## src/rtl/if_fetch_ctrl_pkg.sv

```systemverilog
// Shared definitions for the instruction-fetch controller.
//   CPU_WIDTH   : architectural address width
//   InstNop     : encoding of addi x0, x0, 0, used as the IF/ID reset value
//   if_state_e  : fetch FSM states
//   align_word  : forces the two low address bits to zero
package if_fetch_ctrl_pkg;

  localparam int unsigned CPU_WIDTH = 32;

  localparam logic [31:0] InstNop = 32'h0000_0013;

  typedef enum logic [1:0] {
    StIdle = 2'd0,
    StReq  = 2'd1,
    StHold = 2'd2
  } if_state_e;

  // Masking (rather than slicing) keeps every input bit referenced.
  function automatic logic [CPU_WIDTH-1:0] align_word(input logic [CPU_WIDTH-1:0] addr);
    return addr & ~CPU_WIDTH'(3);
  endfunction

endpackage

```

## src/rtl/if_skid_buf.sv

```systemverilog
// One-entry {pc, inst} holding register used when an instruction returns from memory while the
// IF/ID buffer cannot accept it.
//   clk, rst  : clock, synchronous active-high reset
//   load_i    : capture pc_i/inst_i
//   pop_i     : entry consumed by the IF/ID buffer
//   flush_i   : discard entry (redirect); wins over load and pop
//   valid_o, pc_o, inst_o : stored entry
module if_skid_buf
  import if_fetch_ctrl_pkg::*;
(
  input  logic                 clk,
  input  logic                 rst,
  input  logic                 load_i,
  input  logic                 pop_i,
  input  logic                 flush_i,
  input  logic [CPU_WIDTH-1:0] pc_i,
  input  logic [31:0]          inst_i,
  output logic                 valid_o,
  output logic [CPU_WIDTH-1:0] pc_o,
  output logic [31:0]          inst_o
);

  logic                 valid_q, valid_d;
  logic [CPU_WIDTH-1:0] pc_q, pc_d;
  logic [31:0]          inst_q, inst_d;

  always_comb begin
    valid_d = valid_q;
    pc_d    = pc_q;
    inst_d  = inst_q;
    if (flush_i) begin
      valid_d = 1'b0;
    end else if (load_i) begin
      valid_d = 1'b1;
      pc_d    = pc_i;
      inst_d  = inst_i;
    end else if (pop_i) begin
      valid_d = 1'b0;
    end
  end

  always_ff @(posedge clk) begin
    if (rst) begin
      valid_q <= 1'b0;
      pc_q    <= '0;
      inst_q  <= InstNop;
    end else begin
      valid_q <= valid_d;
      pc_q    <= pc_d;
      inst_q  <= inst_d;
    end
  end

  assign valid_o = valid_q;
  assign pc_o    = pc_q;
  assign inst_o  = inst_q;

endmodule

```

## src/rtl/if_fetch_ctrl.sv

```systemverilog
// Instruction-fetch controller. Holds the fetch PC, keeps one instruction-memory request in
// flight over a req/ack handshake and delivers instructions to ID through a one-entry IF/ID
// buffer backed by a one-entry skid. pc_add4 feeds pc_mux; pc_nxt (its result) is loaded on every
// sequential advance or redirect, with the two low bits forced to zero.
//   clk, rst            : clock, synchronous active-high reset
//   pc_nxt, redirect    : pc_mux result and taken-branch indication
//   pc_add4             : pc + 4 (wrapping), combinational
//   imem_req/addr/ack/rdata : instruction-memory handshake
//   if_valid/pc/inst, id_ready : IF/ID buffer towards decode
// Optional build macro IF_MISALIGN_CHECK_EN adds fetch_misalign, a sticky flag set whenever a
// loaded pc_nxt has non-zero low bits; it is cleared only by rst.
module if_fetch_ctrl
  import if_fetch_ctrl_pkg::*;
#(
  parameter logic [CPU_WIDTH-1:0] RESET_PC = '0
) (
  input  logic                 clk,
  input  logic                 rst,
  input  logic [CPU_WIDTH-1:0] pc_nxt,
  input  logic                 redirect,
  output logic [CPU_WIDTH-1:0] pc_add4,
  output logic                 imem_req,
  output logic [CPU_WIDTH-1:0] imem_addr,
  input  logic                 imem_ack,
  input  logic [31:0]          imem_rdata,
  output logic                 if_valid,
  output logic [CPU_WIDTH-1:0] if_pc,
  output logic [31:0]          if_inst,
  input  logic                 id_ready
`ifdef IF_MISALIGN_CHECK_EN
  ,
  output logic                 fetch_misalign
`endif
);

  if_state_e            state_q, state_d;
  logic [CPU_WIDTH-1:0] pc_q, pc_d;
  logic [CPU_WIDTH-1:0] req_pc_q, req_pc_d;
  logic                 drop_q, drop_d;
  logic                 buf_valid_q, buf_valid_d;
  logic [CPU_WIDTH-1:0] buf_pc_q, buf_pc_d;
  logic [31:0]          buf_inst_q, buf_inst_d;

  logic                 skid_load, skid_pop, skid_flush, skid_valid;
  logic [CPU_WIDTH-1:0] skid_pc;
  logic [31:0]          skid_inst;

  logic                 xfer, buf_pop, buf_free, pc_load;
  logic [CPU_WIDTH-1:0] pc_nxt_al;

  assign pc_add4   = pc_q + CPU_WIDTH'(4);
  assign imem_req  = (state_q == StReq);
  assign imem_addr = req_pc_q;
  assign xfer      = imem_req & imem_ack;
  assign buf_pop   = buf_valid_q & id_ready;
  assign buf_free  = ~buf_valid_q | id_ready;
  assign pc_nxt_al = align_word(pc_nxt);

  if_skid_buf u_skid (
    .clk     (clk),
    .rst     (rst),
    .load_i  (skid_load),
    .pop_i   (skid_pop),
    .flush_i (skid_flush),
    .pc_i    (req_pc_q),
    .inst_i  (imem_rdata),
    .valid_o (skid_valid),
    .pc_o    (skid_pc),
    .inst_o  (skid_inst)
  );

  always_comb begin
    state_d     = state_q;
    pc_d        = pc_q;
    req_pc_d    = req_pc_q;
    drop_d      = drop_q;
    buf_valid_d = buf_valid_q;
    buf_pc_d    = buf_pc_q;
    buf_inst_d  = buf_inst_q;
    skid_load   = 1'b0;
    skid_pop    = 1'b0;
    skid_flush  = 1'b0;
    pc_load     = 1'b0;

    // A pop empties the buffer unless a reload below overrides it.
    if (buf_pop) buf_valid_d = 1'b0;

    if (redirect) begin
      pc_load     = 1'b1;
      pc_d        = pc_nxt_al;
      buf_valid_d = 1'b0;
      skid_flush  = 1'b1;
      if (state_q == StReq && !xfer) begin
        // The request cannot be withdrawn; its data is discarded when the ack arrives.
        drop_d = 1'b1;
      end else begin
        drop_d  = 1'b0;
        state_d = StIdle;
      end
    end else begin
      unique case (state_q)
        StIdle: begin
          req_pc_d = pc_q;
          state_d  = StReq;
        end
        StReq: begin
          if (xfer) begin
            if (drop_q) begin
              drop_d  = 1'b0;
              state_d = StIdle;
            end else begin
              pc_load = 1'b1;
              pc_d    = pc_nxt_al;
              if (buf_free) begin
                buf_valid_d = 1'b1;
                buf_pc_d    = req_pc_q;
                buf_inst_d  = imem_rdata;
                req_pc_d    = pc_nxt_al;
              end else begin
                skid_load = 1'b1;
                state_d   = StHold;
              end
            end
          end
        end
        StHold: begin
          // Buffer is full here, so id_ready means it is popped and reloaded from the skid.
          if (id_ready && skid_valid) begin
            buf_valid_d = 1'b1;
            buf_pc_d    = skid_pc;
            buf_inst_d  = skid_inst;
            skid_pop    = 1'b1;
            req_pc_d    = pc_q;
            state_d     = StReq;
          end
        end
        default: state_d = StIdle;
      endcase
    end
  end

  always_ff @(posedge clk) begin
    if (rst) begin
      state_q     <= StIdle;
      pc_q        <= RESET_PC;
      req_pc_q    <= RESET_PC;
      drop_q      <= 1'b0;
      buf_valid_q <= 1'b0;
      buf_pc_q    <= '0;
      buf_inst_q  <= InstNop;
    end else begin
      state_q     <= state_d;
      pc_q        <= pc_d;
      req_pc_q    <= req_pc_d;
      drop_q      <= drop_d;
      buf_valid_q <= buf_valid_d;
      buf_pc_q    <= buf_pc_d;
      buf_inst_q  <= buf_inst_d;
    end
  end

  assign if_valid = buf_valid_q;
  assign if_pc    = buf_pc_q;
  assign if_inst  = buf_inst_q;

`ifdef IF_MISALIGN_CHECK_EN
  logic misalign_q, misalign_d;

  assign misalign_d = misalign_q | (pc_load & (|pc_nxt[1:0]));

  always_ff @(posedge clk) begin
    if (rst) misalign_q <= 1'b0;
    else     misalign_q <= misalign_d;
  end

  assign fetch_misalign = misalign_q;
`else
  logic unused_pc_load;
  assign unused_pc_load = pc_load;
`endif

endmodule

```

## config.mk

```make
export PLATFORM = sky130hd
export DESIGN_NAME = if_fetch_ctrl
export DESIGN_NICKNAME = d
export VERILOG_FILES = /design/src/rtl/if_fetch_ctrl_pkg.sv /design/src/rtl/if_skid_buf.sv /design/src/rtl/if_fetch_ctrl.sv
export SDC_FILE = /design/constraint.sdc
export NUM_CORES = 1
export LEC_CHECK = 0
export BUFFER_PORTS_ARGS = -buffer_cell sky130_fd_sc_hd__buf_2
export CAP_MARGIN = 20
export CORE_UTILIZATION = 50
export DETAILED_ROUTE_END_ITERATION = 6
export GPL_ROUTABILITY_DRIVEN = 0
export PLACE_DENSITY = 0.82
export SLEW_MARGIN = 20
export SYNTH_ARGS = -nofsm -noshare
export SYNTH_HDL_FRONTEND = slang
export SYNTH_HIERARCHICAL = 1
export SYNTH_SLANG_ARGS = --single-unit
```

## constraint.sdc

```tcl
create_clock -name clk -period 2.09 [get_ports clk]
set_input_delay 0 -clock clk [delete_from_list [all_inputs] [get_ports clk]]
set_output_delay 0 -clock clk [all_outputs]
set_load 0.01 [all_outputs]
```

# Word-level counts from Yosys, hierarchy flattened
# Index checks and enable logic that the tools add are counted.
[classes] addsub=1 n_eq_ne=11 mux=47 n_bitwise=6 reduce_logical=17
[ops] operator="32-bit 2-to-1 mux" n=16
[ops] operator="32-bit one-hot mux with 2 select lines" n=2
[ops] operator="32-bit one-hot mux with 3 select lines" n=1
[ops] operator="32-bit by 3-bit adder with 32-bit output, second input constant" n=1
[ops] operator="1-bit 2-to-1 mux" n=20
[ops] operator="2-bit 2-to-1 mux" n=6
[ops] operator="6-bit AND reduction" n=2
[ops] operator="2-bit != test, second input constant" n=4
[ops] operator="2-bit nonzero test" n=4
[ops] operator="2-bit one-hot mux with 3 select lines" n=1
[ops] operator="2-bit by 1-bit != test with 1-bit output, second input constant" n=2
[ops] operator="4-bit != test, second input constant" n=1
[ops] operator="2-bit AND reduction" n=2
[ops] operator="4-bit AND reduction" n=1
[ops] operator="2-bit OR reduction" n=2
[ops] operator="3-bit by 2-bit != test with 1-bit output, second input constant" n=1
[ops] operator="3-bit != test, second input constant" n=1
[ops] operator="1-bit inverter" n=3
[ops] operator="3-bit AND reduction" n=1
[ops] operator="3-bit nonzero test" n=1
[ops] operator="1-bit AND" n=2
[ops] operator="2-bit by 1-bit equality test with 1-bit output, second input constant" n=1
[ops] operator="2-bit equality test, second input constant" n=1
[ops] operator="1-bit logical AND" n=2
[ops] operator="4 further kinds" n=4
[word_totals] regBits=195 output_inout_bits=130 word_cells=92

# Logic depth before layout (Yosys ltp)
# Gate-level depths: netlist of run 1.
[depth] depth_word=8 mapped_depth=9 ltp_nobuf=7

# By module
# Netlist of run 1, hierarchy kept.
[by_module_without_submodules] mod="if_fetch_ctrl" instances=1 cells_per_inst=672 area_per_inst_um2=6228.5 seq_area_each_um2=2562.5
[by_module_without_submodules] mod="if_skid_buf" instances=1 cells_per_inst=294 area_per_inst_um2=3135.5 seq_area_each_um2=1301.2

# Worst setup path before layout of run 1
# No wires, ideal clock.
[synth_path] path_type="register to register" start="register state_q[1]" end="register u_skid.pc_q[10] (netlist: u_skid/pc_o[10])" arrival_time_ns=2.290 path_slack_ns=-0.316 stages_incl_launch_ff=10 n_path_buf=3 period_less_slack_ns=2.406 cell_sequence="dfxtp_1 > inv_1 > ha_1 > buf_2 > nand2_1 > nor4b_1 > nor2b_4 > buf_8 > buf_8 > o21ai_2"
[synth_between] elab_chain_len=6
[synth_lines] element="from (decl)" line="if_fetch_ctrl.sv:36" source="if_state_e state_q, state_d;"
[synth_lines] element="from (signal assigned)" line="if_fetch_ctrl.sv:144" source="state_q <= StIdle;"
[synth_lines] element="from (signal assigned)" line="if_fetch_ctrl.sv:152" source="state_q <= state_d;"
[synth_lines] element="2-bit by 1-bit equality test with 1-bit output *" line="if_fetch_ctrl.sv:52" source="assign imem_req = (state_q == StReq);"
[synth_lines] element="named net imem_req" line="if_fetch_ctrl.sv:22" source="output logic imem_req,"
[synth_lines] element="1-bit AND" line="if_fetch_ctrl.sv:54" source="assign xfer = imem_req & imem_ack;"
[synth_lines] element="1-bit 2-to-1 mux" line="if_fetch_ctrl.sv:107" source="if (xfer) begin"
[synth_lines] element="1-bit 2-to-1 mux *" line="if_fetch_ctrl.sv:101" source="unique case (state_q)"
[synth_lines] element="1-bit 2-to-1 mux *" line="if_fetch_ctrl.sv:88" source="if (redirect) begin"
[synth_lines] element="named net skid_load" line="if_fetch_ctrl.sv:44" source="logic skid_load, skid_pop, skid_flush, skid_valid;"
[synth_lines] element="2-bit AND reduction (no line) *"
[synth_lines] element="to (signal assigned)" line="if_skid_buf.sv:49" source="pc_q <= pc_d;"
[synth_lines] element="to (decl)" line="if_skid_buf.sv:24" source="logic [CPU_WIDTH-1:0] pc_q, pc_d;"
# Mark *: on every way through the listed nets, which the timed path passes. The rest lies on a longest branch.
# A chain may end at the register's enable or synchronous reset.

# Worst setup path after layout of run 1
[layout_path] start="register pc_q[9]" end="output pc_add4[30]"
[layout_between] elab_chain_len=1
[layout_lines] element="from (decl)" line="if_fetch_ctrl.sv:37" source="logic [CPU_WIDTH-1:0] pc_q, pc_d;"
[layout_lines] element="from (signal assigned)" line="if_fetch_ctrl.sv:153" source="pc_q <= pc_d;"
[layout_lines] element="32-bit by 3-bit adder with 32-bit output" line="if_fetch_ctrl.sv:51" source="assign pc_add4 = pc_q + CPU_WIDTH'(4);"
[layout_lines] element="to (decl)" line="if_fetch_ctrl.sv:21" source="output logic [CPU_WIDTH-1:0] pc_add4,"
# Every way passes these cells.

==> impl_metrics.tcl, run 1 <==
set metrics [dict create \
    io_pins 199 \
    period_share 0.950 \
    gr-total-overflow 0 \
    setup_viol 0 \
    final_nets 1255 \
    vias_per_cell 5.51 \
    yosys_warnings 6 \
    async_flop_share 0 \
    avgSynthCellArea_sq_um 9.69 \
    mostFrequentLayoutCells "buf_2 (191), dfxtp_1 (177), nor2_1 (107), mux2i_1 (97), nand2_1 (77)" \
    synth_area_sq_um 9360 \
    dieArea_sq_um 19300 \
    diodes 0 \
    portBuffers 192 \
    switching_power_uw 2340 \
    grt_use_total 0.245 \
    dp_slack_ns 0.167 \
    row_count 49 \
    totalWireLength_um 23600 \
    syn_to_final_growth_pct 25.1 \
    swShare 0.279 \
    critPathMaxStageDelay_ns 0.40 \
    vias 7842 \
    r2r_slack_ns 0.17 \
    start_kind "flop" \
    startpoint "pc_q[9]" \
    post_dp_cell_area_sq_um 10400 \
    chipHeight_um 139 \
    p_int_uw 6050 \
    critPathArrivalTime_ns 1.99 \
    path_cells "nand4_4 > nor3_4 > and3b_2 > nand2_1 > xnor2_1 > buf_2" \
    worstSetupPathType "flop to output pin" \
    worstReg2RegEnd "u_skid/pc_o[25]" \
    violations "DRC" \
    synth_ff_type "dfxtp_1" \
    rsz0062_at_grt "true" \
    coreArea_sq_um 18100 \
    worst_ir_drop_vdd_mv 0.597 \
    drtAntennaViolNets 0 \
    final_common_cell "buf_2" \
    fin_crit_ns 1.99 \
    drt_iter0_drc 447 \
    grt_pass1_wl_um 38200 \
    clock_sinks 193 \
    power.leakage_uw 0.00448 \
    dp_hpwl_um 14400 \
    cts_max_level 4 \
    powerDensity_nw_per_um2 716 \
    slew_violations 0 \
    yosysSeqAreaShare 0.413 \
    synth_edf_count 0 \
    fmax_mhz 504 \
    power_frac_clock 0.360 \
    crit_slowest_cell "dfxtp_2" \
    worstPathRequired_ns 2.09 \
    worstHoldPathCells 2 \
    drc 11 \
    rr_startpoint "state_q[1]" \
    cts_tree "yes" \
    critPathMaxFanout 5 \
    cts_root_buffer "clkbuf_16" \
    drive_gt1_frac 0.305 \
    antenna_found_initial 0 \
    ys_ff_latch 193 \
    first_pass_iters 7 \
    r2r.worst_path.cells 7 \
    syn_inst 966 \
    cts_inserted_buffers 17 \
    die_w_um 139 \
    skew_ns 0.0129 \
    hp-class "input pin to flop" \
    clock_latency_ns 0.43 \
    min_to "if_valid" \
    comb_power_share 0.158 \
    hold_violations 0 \
    seqPwrFrac 0.483 \
    grt_max_degree 63 \
    initial_core_util 0.516 \
    ctsLongestPathBuffers 2 \
    drv_cap 0 \
    synth_cell_types 50 \
    routedWlPerCell_um 16.6 \
    worst_pin_slew_ns 0.627 \
    min_from "redirect" \
    slew_headroom 0.582 \
    post-route-cell-area_sq_um 11700 \
    status "finished, violations left" \
    crit_path_end_kind "output pin" \
    clkTransAtPathRegs_ns 0.07 \
    grt_pass1_vias 7441 \
    total_power_uw 8380 \
    holdWs_ns 0.145 \
    setup_ws_ns 0.105 \
]
[what timing repair did]
item                                    in CTS  in global routing
hold endpoints to repair                   124                  0
hold buffers                                65                  0
pin swaps                                    1                  4
setup buffers                                1                  3
endpoints found under the setup margin      11                 17
resized for setup                            8                 21
[how the worst max path moves through the flow]
stage / slack, ns / to / depth (start not counted)
5_1_grt: -0.01 / u_skid/inst_o[4] / 7
4_1_cts: 0.01 / pc_add4[29] / 6
3_5_place_dp: 0.17 / u_skid/inst_o[4] / 7
6_report: 0.10 / pc_add4[30] / 6
2_1_floorplan: 0.10 / u_skid/pc_o[10] / 9
3_3_place_gp: 0.22 / u_skid/inst_o[4] / 7
[sequential cells by signal (all words and copies together), names as in the netlist]
signal	cells
imem_addr	30
if_valid	1
pc_q	30
drop_q	1
u_skid/inst_o	32
u_skid/valid_o	1
if_pc	32
if_inst	32
state_q	2
u_skid/pc_o	32
[routing by layer]
metal	up-vias	global-route usage	wire, um
li1	3848	-	-
met1	3712	0.327	10800
met2	257	0.404	11200
met3	25	0.0428	1340
met4	0	0.0795	297
met5	-	0	0
[Yosys cell counts, drive strengths merged (22+ instances only)]
| cell | count | area share |
|---|---|---|
| clkbuf | 41 | 0.017 |
| nor2 | 108 | 0.043 |
| nand2b | 62 | 0.041 |
| mux2i | 97 | 0.10 |
| buf | 46 | 0.036 |
| a21oi | 34 | 0.019 |
| o21ai | 64 | 0.050 |
| a211oi | 89 | 0.093 |
| nand4bb | 61 | 0.073 |
| nand2 | 77 | 0.031 |
| dfxtp | 193 | 0.41 |
| xnor2 | 22 | 0.021 |
[power groups by stage]
stage | Clock (uW) | Sequential, uW | Combinational, uW
after floorplan | 0 | 4140 | 742
after global placement | 0 | 4100 | 1190
after detailed placement | 0 | 4110 | 1210
after CTS | 3070 | 4030 | 1310
after global routing | 3220 | 4070 | 1440
final | 3020 | 4050 | 1320
[worst max-delay path, delay by kind of cell (launching register included)]
kind | cells | cell delay (ns)
AND/OR/NAND/NOR | 4 | 0.86
flip-flops | 1 | 0.40
XOR/XNOR | 1 | 0.14
buffers and inverters | 1 | 0.15
[cell families after synthesis]
logic type / Yosys count / synth area share
adder cells (fa/ha/maj): 5 / 0.00668
flip-flops: 193 / 0.413
multiplexers: 97 / 0.104
buffers and inverters: 96 / 0.0589
XOR/XNOR: 28 / 0.0262
AND/OR/NAND/NOR: 353 / 0.225
AO/OA/AOI/OAI: 193 / 0.167
other: 1 / 0.000400
[metrics by stage]
stage	setup TNS, ns	instances	utilization
floorplan	0	971	-
global placement	0	1322	0.574
detailed placement	0	1322	0.574
CTS	0	1419	0.641
global route	-0.0133	1422	0.645
finish	0	1422	0.645
[layout make-up]
cell class / count / area [sq um]
Clock buffer: 22 / 454
Inverter: 4 / 15.0
Timing Repair Buffer: 283 / 1930
Clock inverter: 9 / 75.1
Multi-Input combinational cell: 682 / 5060
Fill cell: 1443 / 6430
Sequential cell: 193 / 3890
Tap cell: 229 / 287
No activity file was read; power rests on OpenSTA's default activity.
==> run 2, diff against run 1 <==
--- a/config.mk
+++ b/config.mk
@@ -8,4 +8,5 @@
 export BUFFER_PORTS_ARGS = -buffer_cell sky130_fd_sc_hd__buf_2
 export CAP_MARGIN = 20
+export CORE_ASPECT_RATIO = 1.5
 export CORE_UTILIZATION = 50
 export DETAILED_ROUTE_END_ITERATION = 6
==> constraint.sdc (replaced) <==
create_clock -name clk -period 2.09 [get_ports clk]
set_input_delay 0.1045 -clock clk [delete_from_list [all_inputs] [get_ports clk]]
set_output_delay 0.1045 -clock clk [all_outputs]
set_load 0.01 [all_outputs]
==> run 2 against run 1 <==
The run ends with setup timing left; worst hold slack worse by 0.063 ns; global-route usage rose by 0.70 points; design area up 2.6%; sequential power is essentially flat; maximum frequency shrank 9.2%; clock skew is 0.00066 ns lower; wire length is 5.6% higher; sequential cell count unchanged; combinational power up 5%; sequential share of layout area shrank 0.73 points; critical path type unchanged; largest cell class unchanged.
==> impl_metrics.tcl, run 2 (same netlist as run 1, synthesis figures left out) <==
set metrics [dict create \
    cts_root_buffer "clkbuf_16" \
    multiInputGateArea_sq_um 5150 \
    holdWs_ns 0.0818 \
    skew_ns 0.0123 \
    fin_crit_ns 2.19 \
    antenna_found_initial 0 \
    totalWireLength_um 25000 \
    drive_gt1_frac 0.332 \
    dieArea_sq_um 19300 \
    diodes 0 \
    power.leakage_uw 0.00462 \
    start_kind "flop" \
    clock_sinks 193 \
    worst_pin_slew_ns 0.614 \
    period_share 1.05 \
    grt_pass1_wl_um 38600 \
    finalSetupTns_ns -0.327 \
    clkTransAtPathRegs_ns 0.07 \
    crit_path_end_kind "output pin" \
    fillers 1387 \
    vias 7994 \
    die_w_um 114 \
    vias_per_cell 5.48 \
    routedWlPerCell_um 17.1 \
    setup_ws_ns -0.0964 \
    initial_core_util 0.515 \
    worstPathRequired_ns 1.99 \
    cts_max_level 4 \
    drv_cap 0 \
    first_pass_iters 5 \
    setup_viol 8 \
    grt_max_degree 68 \
    ctsLongestPathBuffers 2 \
    worst_ir_drop_vdd_mv 0.426 \
    crit_slowest_cell "dfxtp_2" \
    io_pins 199 \
    drtAntennaViolNets 0 \
    portBuffers 192 \
    path_cells "nand4_4 > nor3_4 > and3b_2 > nand4_1 > xnor2_1 > buf_2" \
    critPathMaxStageDelay_ns 0.37 \
    hold_violations 0 \
    coreArea_sq_um 18200 \
    final_common_cell "buf_2" \
    grt_pass1_vias 7785 \
    path_buf_inv 1 \
    chipHeight_um 170 \
    mostFrequentLayoutCells "buf_2 (191), dfxtp_1 (175), nor2_1 (107), mux2i_1 (97), nand2_1 (74)" \
    worstSetupPathType "flop to output pin" \
    rsz0062_at_grt "true" \
    fin_util 0.661 \
    row_count 60 \
    hp-class "input pin to flop" \
    slew_headroom 0.591 \
    clock_latency_ns 0.43 \
    status "finished, violations left" \
    cp_top_family "simple AND/OR/NAND/NOR gates" \
    violations "setup timing" \
    drt_iter0_drc 469 \
    gr-total-overflow 0 \
    critPathArrivalTime_ns 2.08 \
    powerDensity_nw_per_um2 701 \
    grt_use_total 0.252 \
    dp_hpwl_um 14900 \
    fmax_mhz 457 \
    seq_area_sq_um 3900 \
    drc 0 \
    syn_to_final_growth_pct 28.3 \
    final_nets 1272 \
    slew_violations 0 \
    cts_tree "yes" \
    critPathMaxFanout 5 \
    cts_inserted_buffers 17 \
]
==> run 2: cell types whose count changed in the layout (fill, tap and decap cells not counted), sizes merged <==
cell / delta
buf: +19
dlygate4sd3: -3
clkinv: +2
clkinvlp: +2
inv: -2
==> run 2: final cells by class <==
cell class	instances	share of cell area
Multi-Input combinational cell	682	0.428
Sequential cell	193	0.325
Timing Repair Buffer	300	0.175
Clock buffer	21	0.0375
Tap cell	248	0.0258
Clock inverter	11	0.00698
Inverter	4	0.00146
==> run 2: path summary, 6_finish.rpt <==
| check | start | endpoint | slack [ns] | cells past startpoint |
|---|---|---|---|---|
| worst min-delay path | id_ready | if_valid | 0.08 | 4 |
| worst max register to register | state_q[1] | u_skid/pc_o[31] | 0.15 | 7 |
| worst min register to register | if_pc[1] | if_pc[1] | 0.45 | 2 |
| worst max-delay path | pc_q[12] | pc_add4[25] | -0.1 | 6 |
==> run 2: stage by stage <==
stage	cell area [sq um]	cells	worst slack (ns)	power, uW
after floorplan	9400	971	0.100	4880
after global placement	10500	1353	0.203	5310
after detailed placement	10500	1353	0.143	5340
after CTS	11800	1452	-0.0255	8430
after global routing	12000	1459	-0.153	8760
final	12000	1459	-0.0964	8420
==> run 2: timing repair <==
item | in CTS | in global routing
setup endpoints to repair | 16 | 32
gates cloned | 0 | 1
gates resized for setup | 32 | 28
hold endpoints to repair | 62 | 0
setup buffers | 5 | 6
pin swaps | 10 | 15
hold buffers | 62 | 0
==> run 2: worst reg2reg max path: stages, from the launching register on <==
cell     delay [ns]
dfxtp_1        0.35
inv_1          0.10
ha_2           0.20
nand2_1        0.12
nor4b_4        0.35
nor2b_4        0.32
buf_12         0.26
o21ai_1        0.12
==> run 2: power breakdown <==
group	total (uW)	switching (uW)	leakage, uW	internal (uW)
clock	3010	1440	0.000250	1560
sequential	4030	166	0.00158	3860
combinational	1380	747	0.00279	634
total	8420	2360	0.00462	6060
==> run 2: routing by layer <==
| layer | vias up | track usage | wire (um) |
|---|---|---|---|
| met4 | 0 | 0.145 | 1110 |
| met2 | 227 | 0.453 | 12900 |
| met3 | 66 | 0.0439 | 902 |
| li1 | 3873 | - | - |
| met5 | - | 0 | 0 |
| met1 | 3828 | 0.277 | 10000 |
==> run 3, diff against run 2 <==
CORE_MARGIN = 5   (was not set)
CORE_UTILIZATION = 55   (was 50)
PLACE_DENSITY = 0.85   (was 0.82)
clock period = 2.2 ns   (was 2.09 ns; I/O delays follow)
==> run 3 against run 2 <==
Sequential cell count stayed put; critical path depth is 2 higher; largest cell class unchanged; non-clock buffer count is 18 lower; sequential power is 5% lower; the run now ends clean; global-route usage is 1.2 points lower.
==> impl_metrics.tcl, run 3 (same netlist as run 1, synthesis figures left out) <==
set metrics [dict create \
    clkTransAtPathRegs_ns 0.07 \
    path_cells "ha_4 > inv_1 > nor3_2 > buf_4 > and3b_2 > nand2_2 > xnor2_2 > buf_2" \
    worst_ir_drop_vdd_mv 0.613 \
    worstPathRequired_ns 2.09 \
    worstHoldPathCells 3 \
    clock_latency_ns 0.43 \
    diodes 0 \
    status "completed" \
    rr_startpoint "state_q[1]" \
    final_common_cell "buf_2" \
    initial_core_util 0.559 \
    crit_slowest_cell "dfxtp_4" \
    die_w_um 117 \
    drc 0 \
    routedWlPerCell_um 17.5 \
    totalWireLength_um 24600 \
    grt_use_total 0.241 \
    hold_violations 0 \
    critPathArrivalTime_ns 2.03 \
    period_share 0.974 \
    min_to "u_skid/inst_o[2]" \
    cts_root_buffer "clkbuf_16" \
    dp_hpwl_um 15100 \
    drtAntennaViolNets 0 \
    powerDensity_nw_per_um2 688 \
    post-route-cell-area_sq_um 11700 \
    gr-total-overflow 0 \
    slew_headroom 0.532 \
    path_buf_inv 3 \
    portBuffers 192 \
    cts_max_level 4 \
    worstReg2RegEnd "pc_q[30]" \
    critPathMaxFanout 5 \
    r2r.worst_path.cells 7 \
    dp.cells 1302 \
    drive_gt1_frac 0.314 \
    first_pass_iters 5 \
    dieArea_sq_um 19800 \
    post_dp_cell_area_sq_um 10400 \
    coreArea_sq_um 16800 \
    dp_slack_ns 0.272 \
    setup_viol 0 \
    setup_ws_ns 0.0572 \
    mostFrequentLayoutCells "buf_2 (191), dfxtp_1 (176), nor2_1 (107), mux2i_1 (97), nand2_1 (75)" \
    fin_crit_ns 2.14 \
    final_nets 1254 \
    start_kind "flop" \
    clock_sinks 193 \
    io_pins 199 \
    chipHeight_um 170 \
    hp-class "input pin to flop" \
    r2r_slack_ns 0.19 \
    fmax_mhz 467 \
    row_count 58 \
    cp_top_family "simple AND/OR/NAND/NOR gates" \
    vias_per_cell 5.71 \
    drt_iter0_drc 585 \
    power.leakage_uw 0.00451 \
    min_from "imem_rdata[2]" \
    grt_pass1_vias 7863 \
    grt_max_degree 96 \
    grt_pass1_wl_um 38700 \
    cts_inserted_buffers 17 \
    ctsLongestPathBuffers 2 \
    syn_to_final_growth_pct 25.3 \
    drv_cap 0 \
    vias 8014 \
    crit_path_end_kind "output pin" \
    worstSetupPathType "flop to output pin" \
    skew_ns 0.0105 \
    cts_tree "yes" \
    critPathMaxStageDelay_ns 0.37 \
    slew_violations 0 \
    worst_pin_slew_ns 0.702 \
    layoutNonFillerInstCount 1403 \
    fin_util 0.700 \
    antenna_found_initial 0 \
]
run 3: changes by cell type in the layout (fill, tap and decap cells not counted), sizes merged, moves of 2 or more:
cell and delta:
inv +3, clkbuf -4, buf -16, clkinvlp -2
run 3: repair_timing:
action | 4_1_cts | 5_1_grt
pin swaps | 2 | 8
setup endpoints to repair | 11 | 14
hold buffers | 61 | 0
resized for setup | 10 | 25
hold endpoints to repair | 61 | 0
buffers inserted | 3 | 5
run 3: tightest hold or removal path, stage by stage:
cell and delay (ns):
buf_2 0.12, nand4bb_1 0.10, o21ai_1 0.07
run 3: cell type report:
type                            count  area (sq um)
Multi-Input combinational cell    682          5080
Timing Repair Buffer              282          1930
Tap cell                          210           263
Inverter                            4          15.0
Clock buffer                       18           429
Sequential cell                   193          3890
Clock inverter                     14           130
Fill cell                        1220          5030
run 3: where the power goes:
part | leakage [uW] | internal, uW | switching (uW) | total (uW)
Combinational | 0.00266 | 581 | 695 | 1280
Clock | 0.000272 | 1580 | 1380 | 2960
Sequential | 0.00158 | 3670 | 165 | 3830
run 3: worst max-delay path by stage:
stage / startpoint / to / slack, ns / cells past startpoint
4_1_cts: pc_q[5] / pc_add4[28] / 0.007 / 7
2_1_floorplan: state_q[1] / u_skid/pc_o[10] / 0.1 / 9
3_3_place_gp: state_q[1] / u_skid/inst_o[0] / 0.31 / 7
5_1_grt: pc_q[3] / pc_add4[26] / -0.02 / 8
3_5_place_dp: state_q[1] / u_skid/inst_o[1] / 0.27 / 7
6_report: pc_q[3] / pc_add4[26] / 0.06 / 8
run 3: routing by layer:
layer,GRT usage,share of wire,up-vias,wire [um]
met2,0.410,0.50,271,12300
met4,0.119,0.046,0,1130
met1,0.286,0.40,3824,9870
met5,0,0,-,0
li1,-,-,3843,-
met3,0.0464,0.052,76,1270
run 3: metrics by stage:
step / TNS, ns / total power [uW] / hold slack, ns
after floorplan: 0 / 4640 / 0.250
after global placement: 0 / 5030 / 0.367
after detailed placement: 0 / 5060 / 0.373
after CTS: 0 / 8100 / 0.00728
after global routing: -0.0230 / 8420 / 0.0452
final: 0 / 8070 / 0.0284
